==> config.mk <==
export PLATFORM = sky130hd
export DESIGN_NAME = eight_comparator_bcs
export DESIGN_NICKNAME = d
export VERILOG_FILES = /design/src/rtl/eight_comparator_bcs.sv
export SDC_FILE = /design/constraint.sdc
export NUM_CORES = 1
export LEC_CHECK = 0
export CORE_AREA = 10 10 47 49
export DETAILED_ROUTE_END_ITERATION = 6
export DIE_AREA = 0 0 57 59
export SKIP_LAST_GASP = 1
export SYNTH_ARGS = -nofsm -noshare
export SYNTH_HDL_FRONTEND = slang
export SYNTH_SLANG_ARGS = --single-unit
==> constraint.sdc <==
create_clock -name clk -period 4.59 [get_ports clk]
set_clock_uncertainty 0.2 [all_clocks]
set_input_delay 0.918 -clock clk [delete_from_list [all_inputs] [get_ports clk]]
set_output_delay 0.918 -clock clk [all_outputs]
set_load 0.02 [all_outputs]
==> src/rtl/eight_comparator_bcs.sv <==
// eight_comparator_bcs: 8-bit unsigned magnitude comparator with registered flags.
//
// The compare is a ripple chain of eight identical bit slices. It runs from
// index 0 (the MSB, because operands are numbered big-endian) down to index 7
// (the LSB). The final slice result is registered, so the flags appear
// one cycle after a/b are sampled.
//
// Ports:
//   clk  in   rising-edge clock
//   rst  in   synchronous, active-high reset (flags -> e=1, l=0, as for a=b=0)
//   a    in   [0:7] operand A, unsigned, a[0] is the MSB
//   b    in   [0:7] operand B, unsigned, b[0] is the MSB
//   e    out  registered a == b
//   l    out  registered a <  b
//   g    out  registered a >  b (only when EIGHT_CMP_GT_EN is defined)
//
// Build option:
//   EIGHT_CMP_GT_EN  adds the registered greater-than flag g (resets to 0).
module eight_comparator_bcs (
  input  logic       clk,
  input  logic       rst,
  input  logic [0:7] a,
  input  logic [0:7] b,
  output logic       e,
  output logic       l
`ifdef EIGHT_CMP_GT_EN
  ,
  output logic       g
`endif
);

  logic eq7;
  logic lt7;
  logic e_q, e_d;
  logic l_q, l_d;

  // Ripple through the slices MSB first. Once a slice sees a difference, eq
  // drops and every lower slice is masked. So only the most significant
  // differing bit can set lt. A running pair of variables avoids a
  // self-referencing chain vector.
  always_comb begin
    logic eq_run;
    logic lt_run;
    eq_run = 1'b1;
    lt_run = 1'b0;
    for (int unsigned i = 0; i < 8; i++) begin
      // lt must use the incoming eq, so update it before eq.
      lt_run = lt_run | (eq_run & ~a[i] & b[i]);
      eq_run = eq_run & ~(a[i] ^ b[i]);
    end
    eq7 = eq_run;
    lt7 = lt_run;
  end

  always_comb begin
    e_d = eq7;
    l_d = lt7;
  end

  always_ff @(posedge clk) begin
    if (rst) begin
      e_q <= 1'b1;
      l_q <= 1'b0;
    end else begin
      e_q <= e_d;
      l_q <= l_d;
    end
  end

  assign e = e_q;
  assign l = l_q;

`ifdef EIGHT_CMP_GT_EN
  logic g_q, g_d;

  always_comb begin
    g_d = ~eq7 & ~lt7;
  end

  always_ff @(posedge clk) begin
    if (rst) begin
      g_q <= 1'b0;
    end else begin
      g_q <= g_d;
    end
  end

  assign g = g_q;
`endif

endmodule

==> results.sh <==
export IMPL_finalHoldViolCount=0
export IMPL_maxCapViolCount=0
export IMPL_synth_distinct_cells=19
export IMPL_endpoint_kind="register"
export IMPL_ys_seq_area_frac=0.156
export IMPL_syn2layout_area_growth_pct=90.7
export IMPL_cts_buffer_depth=2
export IMPL_grt_first_pass_wirelength_mm=1.13
export IMPL_power_total_mw=0.0951
export IMPL_synth_seq_cells=2
export IMPL_cellPowerDensity_mw_per_mm2=194
export IMPL_layout_commonest_cell="clkdlybuf4s50_1"
export IMPL_num_vias=288
export IMPL_critPathArrivalTime_ns=2.35
export IMPL_place_gp_congestion=0.595
export IMPL_nNetsFinal=75
export IMPL_io_pins=20
export IMPL_synthCells=32
export IMPL_syn_avg_cell_area_sq_um=8.02
export IMPL_avgRoutedWirePerCell_um=9.84
export IMPL_syn_area_sq_um=256
export IMPL_min_path_type="input port to register"
export IMPL_use_met3=0.0365
export IMPL_cts_resized=0
export IMPL_cts_hold_buf=0
export IMPL_cts_buffers=3
export IMPL_ir_drop_v=0.0000657
export IMPL_worstSetupPathType="input port to register"
export IMPL_place_hpwl_um=642
export IMPL_post_cts_buffers=0
export IMPL_grt_use_met1=0.0344
export IMPL_cp_max_fo=3
export IMPL_fmax_ghz=0.408
export IMPL_worstMarginPinSlew_ns=0.278
export IMPL_max_stage_delay_ns=0.51
export IMPL_antenna_found_initial=0
export IMPL_grt_max_degree=5
export IMPL_die_area_sq_mm=0.00336
export IMPL_num_antenna_cells=0
export IMPL_busiest_layer="met2"
export IMPL_rsz0062_at_grt="no"
export IMPL_dpl_cell_area_sq_um=467
export IMPL_use_met2=0.0682
export IMPL_crit_required_ns=4.49
export IMPL_outcome="complete, no violations"
export IMPL_cts_sinks=2
export IMPL_fin_area_sq_um=489
export IMPL_critical_path_cell_chain="clkdlybuf4s50_1, nor2b_1, maj3_2, a21oi_2, nor4_1, or3_1"
export IMPL_critPathBufInv=1
export IMPL_maxSlewViolCount=0
export IMPL_drive_above_1_share=0.148
export IMPL_path_clk_slew_ns=0.03
export IMPL_core_area_sq_mm=0.00140
export IMPL_die_w_um=57
export IMPL_leakagePower_nw=0.198
export IMPL_finalSetupViolCount=0
export IMPL_drt_first_iter_violations=0
export IMPL_crit_family="buffers and inverters"
export IMPL_cp_start_kind="input port"
export IMPL_cts_tree="built"
export IMPL_synth_fp_nets=51
export IMPL_grt_pass1_vias=304
export IMPL_drc_errors=0
export IMPL_std_cell_rows=14
export IMPL_htreeDepth=1
export IMPL_relSlewSlack=0.815
export IMPL_die_h_um=59
export IMPL_grt_remaining_overflow=0
export IMPL_crit_slowest_cell="clkdlybuf4s50_1"
export IMPL_dr_pass1_iters=1
export IMPL_initial_core_util=0.183
export IMPL_final_min_clock_period_ns=2.45
export IMPL_portBuffers=19
export IMPL_grt_usage=0.0415
export IMPL_viasPerCell=4.11
export IMPL_cts_root_buf="clkbuf_4"
export IMPL_final_antenna_net_count=0
export IMPL_yosysWarningCount=0
export IMPL_drt_wl_total_um=689
export IMPL_fin_crit_sh=0.535
export IMPL_tns_ns=0
export IMPL_mostFrequentLayoutCells="19 x clkdlybuf4s50_1, 6 x inv_1, 3 x xor2_1, 3 x clkbuf_4"
metrics by stage:
stage / worst slack, ns / hold WS, ns / instances / util
CTS: 2.14 / 1.19 / 70 / 0.349
finish: 2.14 / 1.19 / 70 / 0.349
global placement: 1.92 / 1.42 / 67 / 0.333
global route: 2.08 / 1.20 / 70 / 0.349
detailed placement: 1.91 / 1.41 / 67 / 0.333
floorplan: 2.41 / 0.825 / 32 / -
cell usage after synthesis (all sizes together):
| master | n | area share |
|---|---|---|
| o21ai | 1 | 0.019 |
| or3 | 1 | 0.024 |
| a21oi | 2 | 0.054 |
| o21bai | 1 | 0.029 |
| nor2b | 2 | 0.049 |
| maj3 | 2 | 0.088 |
| o2111ai | 1 | 0.034 |
| xor2 | 3 | 0.10 |
| nor2 | 2 | 0.029 |
| a221oi | 1 | 0.059 |
| dfxtp | 2 | 0.16 |
| ha | 1 | 0.049 |
| a2111oi | 1 | 0.059 |
| xnor2 | 2 | 0.068 |
| nor4 | 1 | 0.024 |
| nand2b | 2 | 0.049 |
| nand3 | 1 | 0.019 |
| inv | 6 | 0.088 |
kinds of logic (layout without fill, tap and decap cells):
kind of cell,after synthesis,after routing,share of synthesized area
xor+xnor,5,5,0.171
buf+inv,6,28,0.0878
compound gates,7,7,0.254
simple gates,9,9,0.195
fa+ha+maj,3,3,0.137
flops,2,2,0.156
state kept, by name, indices dropped and copies added, names as in the netlist:
register	count
e	1
l	1
final cells by class:
type                       count  area [sq um]
timing repair buffer          19           190
multi-input combinational     24           194
inverter                       6          22.5
fill                         154           912
tap                           16          20.0
sequential                     2          40.0
clock buffer                   3          22.5
where the power goes:
part	leakage [nW]	internal (mW)	switching, mW
Clock	0.0138	0.0288	0.00949
Combinational	0.168	0.0232	0.0144
Sequential	0.0168	0.0189	0.000272
final timing paths:
path / startpoint / cells after the start / to / slack, ns
max: a[5] / 6 / l / 2.14
min: rst / 2 / e / 1.19
per-layer routing:
metal  share of wire  routed length [um]
met1            0.35                 238
met2            0.51                 349
met3            0.15                 102
met4               0                   0
met5               0                   0
Power figures use the tool's default switching activity.
